==> src/rtl/lsu_mem_master.sv <==
// Load/store initiator between the execute stage and a word-addressed, byte-strobed RAM.
// Latency: aligned access responds 2 cycles after accept, split access 3, error 1.
// Backpressure: one request in flight; req_ready_o low until the response handshakes on resp_ready_i.
//
// Ports:
//   clk_i, reset_i         clock, synchronous active-high reset
//   req_*_i / req_ready_o  request handshake (we, size, unsigned, byte address, store data)
//   resp_*_o / resp_ready_i response handshake (extended load data, error flag)
//   mem_*_o, mem_rdata_i   word-aligned RAM port; mem_rdata_i is combinational for mem_addr_o
//
// Build option: define LSU_MISALIGN_SPLIT_EN to split word-boundary-crossing accesses into two
// RAM cycles; without it, any access that is not naturally aligned returns an error.
module lsu_mem_master #(
    parameter int ADDR_W = 32
) (
    input  logic              clk_i,
    input  logic              reset_i,
    input  logic              req_valid_i,
    output logic              req_ready_o,
    input  logic              req_we_i,
    input  logic [1:0]        req_size_i,
    input  logic              req_unsigned_i,
    input  logic [ADDR_W-1:0] req_addr_i,
    input  logic [31:0]       req_wdata_i,
    output logic              resp_valid_o,
    input  logic              resp_ready_i,
    output logic [31:0]       resp_rdata_o,
    output logic              resp_err_o,
    output logic [ADDR_W-1:0] mem_addr_o,
    output logic              mem_wen_o,
    output logic [3:0]        mem_wstrb_o,
    output logic [31:0]       mem_wdata_o,
    input  logic [31:0]       mem_rdata_i
);

    typedef enum logic [1:0] {
        IDLE = 2'd0,
        ACC0 = 2'd1,
        ACC1 = 2'd2,
        RESP = 2'd3
    } state_e;

    state_e            state_q, state_d;
    logic              we_q;
    logic [1:0]        size_q;
    logic              uns_q;
    logic [ADDR_W-1:0] addr_q;
    logic [31:0]       wdata_q;
    logic [31:0]       lo_q;
    logic              err_q;
`ifdef LSU_MISALIGN_SPLIT_EN
    logic [31:0]       hi_q;
`endif

    // Request-time error detection, evaluated on the raw request in IDLE.
    logic req_err;
    always_comb begin
        req_err = (req_size_i == 2'b11);
`ifndef LSU_MISALIGN_SPLIT_EN
        if (req_size_i == 2'b01 && req_addr_i[0])
            req_err = 1'b1;
        if (req_size_i == 2'b10 && req_addr_i[1:0] != 2'b00)
            req_err = 1'b1;
`endif
    end

    // Byte-lane shift amount and base word address of the latched request.
    logic [4:0]        sh;
    logic [ADDR_W-1:0] word_addr;
    logic [3:0]        size_mask;
    assign sh        = {addr_q[1:0], 3'b000};
    assign word_addr = {addr_q[ADDR_W-1:2], 2'b00};

    always_comb begin
        unique case (size_q)
            2'b00:   size_mask = 4'b0001;
            2'b01:   size_mask = 4'b0011;
            default: size_mask = 4'b1111;
        endcase
    end

`ifdef LSU_MISALIGN_SPLIT_EN
    // Shifting into an 8-lane window: the upper half is what spills into the next word.
    logic [7:0]  strb8;
    logic [63:0] wd64;
    logic [3:0]  nbytes;
    logic        crossing;
    assign strb8    = {4'b0000, size_mask} << addr_q[1:0];
    assign wd64     = {32'b0, wdata_q} << sh;
    assign nbytes   = (size_q == 2'b00) ? 4'd1 : (size_q == 2'b01) ? 4'd2 : 4'd4;
    assign crossing = ({2'b00, addr_q[1:0]} + nbytes) > 4'd4;
`endif

    // Load extraction: byte-align the captured word(s), then extend to 32 bits.
    logic [31:0] ld_win;
    logic [31:0] ld_data;
`ifdef LSU_MISALIGN_SPLIT_EN
    assign ld_win = 32'({hi_q, lo_q} >> sh);
`else
    assign ld_win = lo_q >> sh;
`endif

    always_comb begin
        unique case (size_q)
            2'b00:   ld_data = uns_q ? {24'b0, ld_win[7:0]}  : {{24{ld_win[7]}},  ld_win[7:0]};
            2'b01:   ld_data = uns_q ? {16'b0, ld_win[15:0]} : {{16{ld_win[15]}}, ld_win[15:0]};
            default: ld_data = ld_win;
        endcase
    end

    always_ff @(posedge clk_i) begin
        if (reset_i) begin
            state_q <= IDLE;
            we_q    <= 1'b0;
            size_q  <= 2'b00;
            uns_q   <= 1'b0;
            addr_q  <= '0;
            wdata_q <= '0;
            lo_q    <= '0;
            err_q   <= 1'b0;
`ifdef LSU_MISALIGN_SPLIT_EN
            hi_q    <= '0;
`endif
        end else begin
            state_q <= state_d;
            if (state_q == IDLE && req_valid_i) begin
                we_q    <= req_we_i;
                size_q  <= req_size_i;
                uns_q   <= req_unsigned_i;
                addr_q  <= req_addr_i;
                wdata_q <= req_wdata_i;
                err_q   <= req_err;
            end
            if (state_q == ACC0 && !we_q)
                lo_q <= mem_rdata_i;
`ifdef LSU_MISALIGN_SPLIT_EN
            if (state_q == ACC1 && !we_q)
                hi_q <= mem_rdata_i;
`endif
        end
    end

    always_comb begin
        state_d      = state_q;
        req_ready_o  = 1'b0;
        resp_valid_o = 1'b0;
        resp_rdata_o = '0;
        resp_err_o   = 1'b0;
        mem_addr_o   = '0;
        mem_wen_o    = 1'b0;
        mem_wstrb_o  = '0;
        mem_wdata_o  = '0;

        unique case (state_q)
            IDLE: begin
                req_ready_o = 1'b1;
                if (req_valid_i)
                    state_d = req_err ? RESP : ACC0;
            end
            ACC0: begin
                mem_addr_o = word_addr;
                if (we_q) begin
                    mem_wen_o = 1'b1;
`ifdef LSU_MISALIGN_SPLIT_EN
                    mem_wstrb_o = strb8[3:0];
                    mem_wdata_o = wd64[31:0];
`else
                    mem_wstrb_o = size_mask << addr_q[1:0];
                    mem_wdata_o = wdata_q << sh;
`endif
                end
`ifdef LSU_MISALIGN_SPLIT_EN
                state_d = crossing ? ACC1 : RESP;
`else
                state_d = RESP;
`endif
            end
            ACC1: begin
`ifdef LSU_MISALIGN_SPLIT_EN
                // Next word; the adder width makes the top word wrap to address 0.
                mem_addr_o = word_addr + ADDR_W'(4);
                if (we_q) begin
                    mem_wen_o   = 1'b1;
                    mem_wstrb_o = strb8[7:4];
                    mem_wdata_o = wd64[63:32];
                end
`endif
                state_d = RESP;
            end
            RESP: begin
                resp_valid_o = 1'b1;
                resp_err_o   = err_q;
                resp_rdata_o = (we_q || err_q) ? 32'b0 : ld_data;
                if (resp_ready_i)
                    state_d = IDLE;
            end
            default: state_d = IDLE;
        endcase

        // A cycle under reset must never write, even mid-access.
        if (reset_i)
            mem_wen_o = 1'b0;
    end

endmodule
==> config.mk <==
export PLATFORM = sky130hd
export DESIGN_NAME = lsu_mem_master
export DESIGN_NICKNAME = d
export VERILOG_FILES = /design/src/rtl/lsu_mem_master.sv
export SDC_FILE = /design/constraint.sdc
export NUM_CORES = 1
export LEC_CHECK = 0
export ABC_CLOCK_PERIOD_IN_PS = 2100
export CAP_MARGIN = 5
export CORE_ASPECT_RATIO = 1.75
export CORE_UTILIZATION = 41
export CTS_BUF_LIST = sky130_fd_sc_hd__clkbuf_8
export CTS_CLUSTER_SIZE = 30
export DETAILED_ROUTE_END_ITERATION = 8
export GPL_TIMING_DRIVEN = 0
export PLACE_DENSITY = 0.79
export SETUP_SLACK_MARGIN = 0.2
export SLEW_MARGIN = 20
export SYNTH_ARGS = -nofsm -noshare
export SYNTH_HDL_FRONTEND = slang
export SYNTH_SLANG_ARGS = --single-unit
==> constraint.sdc <==
create_clock -name clk_i -period 2.1 [get_ports clk_i]
set_input_delay 0.63 -clock clk_i [delete_from_list [all_inputs] [get_ports clk_i]]
set_output_delay 0.63 -clock clk_i [all_outputs]
set_load 0.01 [all_outputs]
---- Yosys cells after proc, flatten, opt, wreduce, memory -nomap -nowiden ----
Index checks and enable logic that the tools add are counted.
storage, ports and cells
  flip-flop bits (word level) ............. 103
  bits in latches ......................... 0
  memory bits (writable) .................. 0
  ROM bits ................................ 0
  input bits .............................. 104
  output and inout port bits .............. 104
  word-level logic and storage cells ...... 54
  memories kept ........................... 0
cells by class
  add/sub/neg operators ................... 0
  multiply operators ...................... 0
  divide/modulo/power cells ............... 0
  $lt $le $gt $ge ......................... 0
  equal/unequal tests ..................... 9
  shifts and indexed selects .............. 3
  mux-type cells .......................... 23
  bitwise operators ....................... 0
  reduce and logical (&&, ||, !) cells .... 11
operators by type and width
  operator            number
  $mux 32             7
  $pmux 32 s2         1
  $shl 32x5->32       1
  $shr 32x5->32       1
  $eq 2x2->1 const B  4
  $mux 1              8
  $mux 4              2
  $pmux 4 s2          1
  $eq 2x1->1 const B  3
  $mux 2              3
  $pmux 2 s3          1
  $logic_and 1x1->1   4
  $logic_not 2->1     2
  $ne 2x2->1 const B  2
  $shl 4x2->4         1
  $reduce_and 2->1    1
  $reduce_bool 2->1   1
  $reduce_or 2->1     1
  $logic_not 1->1     1
  $logic_or 1x1->1    1

---- Longest topological paths before layout ----
Gate-level depths: netlist of run 1.
  depth after elaboration ................. 7
  mapped depth ............................ 8
  mapped depth without buffers ............ 5

---- Least setup slack after synthesis of run 1 ----
No wires, ideal clock.
  path type ............................... reg2out
  from .................................... reg state_q[0]
  to ...................................... out resp_rdata_o[24]
  data arrival time ....................... 1,834 ps
  required time ........................... 1,470 ps
  path slack .............................. -364 ps
  stages on the path, launching flop included .. 7
  buffers on the path ..................... 2
  cell sequence ........................... dfxtp_1 > ha_1 > or3b_1 > or3_1 > buf_4 > buf_6 > o2bb2ai_1
on the way
  longest elaborated chain between the ends .. 2
RTL lines
  item                    line  text
  start, declared         43    state_e state_q, state_d;
  start signal, assigned  125   state_q <= state_d;
  $eq 2x2->1              154   unique case (state_q)
  $mux 32                 154
  end, declared           27    output logic [31:0] resp_rdata_o,
Every way passes these cells.

---- Final worst setup path of run 1 ----
  from .................................... reg state_q[0]
  to ...................................... out resp_rdata_o[22]
Same word-level chain as after synthesis.

==> results of run 1 <==
registers in the layout (all words and copies together), names as in the netlist:
name and flops:
size_q 2, wdata_q 32, err_q 1, state_q 2
uns_q 1, lo_q 32, we_q 1, addr_q 32
power by group:
| group | internal, mW | total (mW) | switching, mW | leakage (nW) |
|---|---|---|---|---|
| Sequential | 2.18 | 2.43 | 0.256 | 0.845 |
| Combinational | 1.46 | 3.06 | 1.60 | 2.97 |
| Clock | 0.594 | 1.38 | 0.789 | 0.101 |
| Total | 4.23 | 6.87 | 2.64 | 3.92 |
final timing paths:
kind	startpoint	to	slack, ns	cells past startpoint
min	addr_q[15]	addr_q[15]	0.46	2
max reg2reg	state_q[0]	lo_q[14]	-0.17	14
min reg2reg	addr_q[15]	addr_q[15]	0.46	2
max	state_q[0]	resp_rdata_o[22]	-0.81	7
area by class of cell:
class,instances,area [sq um]
buffer,66,737
clock buffer,10,138
clock inverter,5,66.3
fill,712,2520
inverter,3,17.5
multi-input combinational,526,4100
sequential,103,2070
tap,168,210
timing repair buffer,275,2710
kinds of logic (layout without fill, tap and decap cells):
kind of cell	after synthesis	after routing	share of synthesized area
fa+ha+maj	5	5	0.0117
other cells	1	2	0.000702
flops	103	103	0.386
mux	33	33	0.0640
xor+xnor	1	1	0.00164
compound gates	182	182	0.223
buf+inv	69	359	0.0600
simple gates	303	303	0.253
stage by stage:
| stage | instances | area [sq um] | utilization | worst slack (ns) | hold WS [ns] |
|---|---|---|---|---|---|
| 2_1_floorplan | 698 | 5800 | - | -0.225 | 0.432 |
| 3_3_place_gp | 1070 | 8050 | 0.641 | -0.912 | 0.437 |
| 3_5_place_dp | 1070 | 8050 | 0.641 | -0.913 | 0.442 |
| 4_1_cts | 1134 | 9180 | 0.730 | -0.751 | 0.457 |
| 5_1_grt | 1156 | 10000 | 0.799 | -0.890 | 0.479 |
| 6_report | 1156 | 10000 | 0.799 | -0.814 | 0.459 |
worst min-delay path, delay by kind of cell, from the launching register on:
family | cells | cell delay, ns
flip-flops | 1 | 0.32
AO/OA/AOI/OAI | 1 | 0.05
AND/OR/NAND/NOR | 1 | 0.05
synth_stat cells (all sizes together), types with 2 or more instances:
cell type / number / share of area
o2bb2ai: 8 / 0.013
inv: 2 / 0.0014
o22ai: 7 / 0.016
dfxtp: 103 / 0.39
nand2b: 5 / 0.0059
mux2i: 24 / 0.045
mux2: 9 / 0.019
nor2: 23 / 0.016
a211oi: 39 / 0.055
a21oi: 104 / 0.097
clkbuf: 34 / 0.024
ha: 5 / 0.012
o221ai: 2 / 0.0033
nor3: 3 / 0.0028
and3: 8 / 0.0094
or3b: 2 / 0.0033
nand2: 206 / 0.14
and2: 34 / 0.040
buf: 32 / 0.034
nor2b: 18 / 0.021
a221oi: 10 / 0.020
a2bb2oi: 8 / 0.013
timing repair:
action / in CTS / in global routing
setup endpoints to repair: 124 / 184
hold buffers: 0 / 0
cloned: 4 / 4
resized for setup: 619 / 199
buffers inserted: 45 / 18
pin swaps: 28 / 27
metal layers:
| metal | wire length [um] | GRT usage | vias up |
|---|---|---|---|
| li1 | - | - | 2938 |
| met1 | 8410 | 0.348 | 3226 |
| met2 | 13800 | 0.594 | 548 |
| met3 | 2350 | 0.0583 | 204 |
| met4 | 2440 | 0.240 | 0 |
| met5 | 0 | 0 | - |
==> results.json, run 1 <==
{
  "clkSinkCount": 103,
  "max-cap-violations": 0,
  "p_total_mw": 6.87,
  "rsz0062_at_grt": "true",
  "avgSynthCellArea_sq_um": 7.66,
  "dr.pass1.iters": 6,
  "cts_tree": "built",
  "cp_max_fo": 10,
  "drive_gt1_frac": 0.436,
  "num_vias": 6916,
  "status": "finished with violations",
  "cts.reportedPaths.clkPinSlew_ns": 0.11,
  "grt_pass1_wl_um": 34500,
  "synth-seq-cells": 103,
  "tns_ns": -66.24,
  "post-route-period-util": 1.39,
  "max_slew_margin": 0.522,
  "dieArea_sq_mm": 0.0135,
  "ys_types": 38,
  "wire_per_inst_um": 23.3,
  "rows": 54,
  "fin_nets": 1093,
  "drt-initial-drc-count": 715,
  "cts_buffers": 9,
  "clk_path_buf_depth": 2,
  "syn_to_final_growth_pct": 88.1,
  "p_per_area_mw_per_mm2": 684,
  "netlist_area_sq_mm": 0.00534,
  "antenna_found_initial": 0,
  "worst-setup-path-type": "reg -> out",
  "synthCells": 697,
  "yosysWarnings": 0,
  "drc": 0,
  "synth_edf_count": 0,
  "ant_nets": 0,
  "diodes": 0,
  "wl_um": 27000,
  "irDropWorstVdd_v": 0.000559,
  "async_flop_share": 0,
  "htreeDepth": 3,
  "fmax_ghz": 0.343,
  "layout_commonest_cell": "nand2_1",
  "critPathSlowestCell": "or3b_4",
  "drv_slew": 0,
  "violations": "negative setup slack",
  "max_stage_delay_ns": 0.39,
  "clockRootBuffer": "clkbuf_8",
  "fp.coreArea_sq_mm": 0.0126,
  "place_congestion": 0.927,
  "grt_pass1_vias": 6606,
  "cp-start-kind": "register",
  "setup_slack_ns": -0.814,
  "cp-end-kind": "output port",
  "worst_pin_slew_ns": 0.717,
  "synthFlopType": "dfxtp_1",
  "viasPerCell": 5.98,
  "finClkSkew_ns": 0.00973,
  "yosysSeqAreaShare": 0.386,
  "critPathBufInv": 3,
  "die_h_um": 153,
  "start_util": 0.425,
  "critPathArrivalTime_ns": 2.28,
  "crit_family": "simple AND/OR/NAND/NOR gates",
  "crit_chain": "ha_4 -> or3b_4 -> or3_4 -> buf_8 -> buf_12 -> o22ai_4 -> buf_6",
  "dp_hpwl_um": 14800,
  "hold_viol": 0,
  "grt_util_all_layers": 0.338,
  "setup-violations-final": 131,
  "portBuffers": 204,
  "die_width_um": 88.3,
  "hp-class": "reg -> reg",
  "gr-total-overflow": 0,
  "clock_latency_ns": 0.39,
  "p_leak_nw": 3.92,
  "final_cell_mix": "nand2_1, clkdlybuf4s50_1, dfxtp_1, buf_6, a21oi_1",
  "grt_max_degree": 18,
  "fin_crit_ns": 2.91,
  "pin_count": 208,
  "required_ns": 1.47
}
Power figures use the tool's default switching activity.
==> run 2, diff against run 1 <==
Settings changed: HOLD_SLACK_MARGIN set to 0.12, SLEW_MARGIN 20 to not set.
==> results of run 2 <==
Same layout as run 1: the final DEF is identical, and so are final timing and power.
==> run 3, diff against run 2 <==
Settings changed: CAP_MARGIN 5 to 10, CTS_CLUSTER_DIAMETER set to 30, GPL_ROUTABILITY_DRIVEN set to 0.
==> run 3 against run 2 <==
Effect of this change:
- register-to-register slack improved by 0.30 ns
- worst hold slack barely moved
- first-iteration DRC count rose by 15%
- global-route usage fell by 0.75 points
- clock skew rose by 0.0021 ns
- critical endpoint is now resp_rdata_o[21]
- sequential share of layout area fell by 0.56 points
- worst setup slack got worse by 0.22 ns
- critical path depth fell by 1
- count of clock-buffer cells in the layout rose by 1
- the run still ends with negative setup slack left
- highest routed layer unchanged
- clock power barely moved
- critical path type unchanged
==> results.json, run 3 (synthesized netlist as in run 1, its figures left out) <==
{
  "status": "finished with violations",
  "violations": "negative setup slack",
  "grt_pass1_wl_um": 33700,
  "finClkSkew_ns": 0.0118,
  "layout_commonest_cell": "nand2_1",
  "fp.coreArea_sq_mm": 0.0126,
  "drive_gt1_frac": 0.445,
  "pin_count": 208,
  "dp_hpwl_um": 14900,
  "worst_pin_slew_ns": 0.862,
  "irDropWorstVdd_v": 0.000627,
  "p_per_area_mw_per_mm2": 682,
  "antenna_found_initial": 1,
  "dr.pass1.iters": 5,
  "start_util": 0.425,
  "clkSinkCount": 103,
  "max_slew_margin": 0.409,
  "grt_util_all_layers": 0.330,
  "setup_slack_ns": -1.03,
  "syn_to_final_growth_pct": 93.2,
  "clk_path_buf_depth": 2,
  "setup-violations-final": 100,
  "ant_nets": 0,
  "wire_per_inst_um": 24.4,
  "fmax_ghz": 0.320,
  "rows": 54,
  "fin_crit_ns": 3.13,
  "p_total_mw": 7.03,
  "gr-total-overflow": 0,
  "utilization": 0.821,
  "rsz0062_at_grt": "true",
  "worst-setup-path-type": "reg -> out",
  "fin_nets": 1101,
  "htreeDepth": 3,
  "hp-class": "reg -> reg",
  "portBuffers": 204,
  "cp_max_fo": 10,
  "hold_viol": 0,
  "grt_max_degree": 17,
  "drv_slew": 0,
  "clockRootBuffer": "clkbuf_8",
  "cp-end-kind": "output port",
  "viasPerCell": 6.04,
  "tns_ns": -58.24,
  "dpl.cell_count": 1070,
  "die_width_um": 88.3,
  "p_leak_nw": 3.95,
  "wl_um": 28400,
  "final_cell_mix": "nand2_1, buf_6, clkdlybuf4s50_1, dfxtp_1, a21oi_1",
  "cts-hold-fix-buffers": 0,
  "stdcell_count": 1166,
  "dieArea_sq_mm": 0.0135,
  "grt_pass1_vias": 6387,
  "clock_latency_ns": 0.40,
  "max-cap-violations": 0,
  "reg.largest.list": "addr_q: 32 flops, lo_q: 32 flops, wdata_q: 32 flops",
  "drt-initial-drc-count": 820,
  "drc": 0,
  "post-route-period-util": 1.49,
  "cts_buffers": 9,
  "die_h_um": 153,
  "required_ns": 1.47,
  "cts.reportedPaths.clkPinSlew_ns": 0.10,
  "cts_tree": "built",
  "critPathArrivalTime_ns": 2.50,
  "cp-start-kind": "register",
  "num_vias": 7043
}
## run 3: cell type report
type	instances	area (sq um)
Multi-Input combinational cell	526	4130
Timing Repair Buffer	283	2940
Fill cell	670	2250
Sequential cell	103	2070
Buffer	66	743
Tap cell	168	210
Clock buffer	11	151
Clock inverter	5	55.1
Inverter	3	17.5
Antenna cell	1	2.50
## run 3: worst max-delay path, cell delays in order, from the launching register on
cell and delay (ns):
dfxtp_1 0.38, clkbuf_8 0.18, buf_8 0.15, buf_8 0.20, mux2i_1 0.75, o22ai_4 0.25, buf_6 0.20
## run 3: path summary, 6_finish.rpt
check	slack [ns]	startpoint	cells past startpoint	to
max	-1.03	addr_q[0]	6	resp_rdata_o[21]
min	0.46	addr_q[14]	2	addr_q[14]
max reg2reg	0.13	state_q[0]	12	wdata_q[18]
min reg2reg	0.46	addr_q[14]	2	addr_q[14]
## run 3: what timing repair did
item,CTS,global route
pin swaps,30,42
setup endpoints to repair,119,182
resized for setup,638,206
buffers inserted,41,26
gates cloned,7,5
## run 3: power by group
part	leakage, nW	total [mW]	switching (mW)	internal [mW]
Combinational	3.00	3.21	1.64	1.57
Sequential	0.844	2.45	0.270	2.18
Clock	0.107	1.37	0.757	0.616
## run 3: per-stage QoR
stage / hold WS [ns] / instance area (sq um) / worst slack [ns]
detailed placement: 0.442 / 8050 / -0.948
global route: 0.476 / 10300 / -1.07
floorplan: 0.432 / 5800 / -0.225
global placement: 0.437 / 8050 / -0.914
CTS: 0.456 / 9280 / -0.768
finish: 0.459 / 10300 / -1.03
## run 3: per-layer routing
metal  GRT usage  share of wire  wire length [um]
met1       0.321           0.31              8940
met2       0.581           0.50             14300
met3      0.0842          0.094              2680
met5           0              0                 0
met4       0.240          0.087              2470
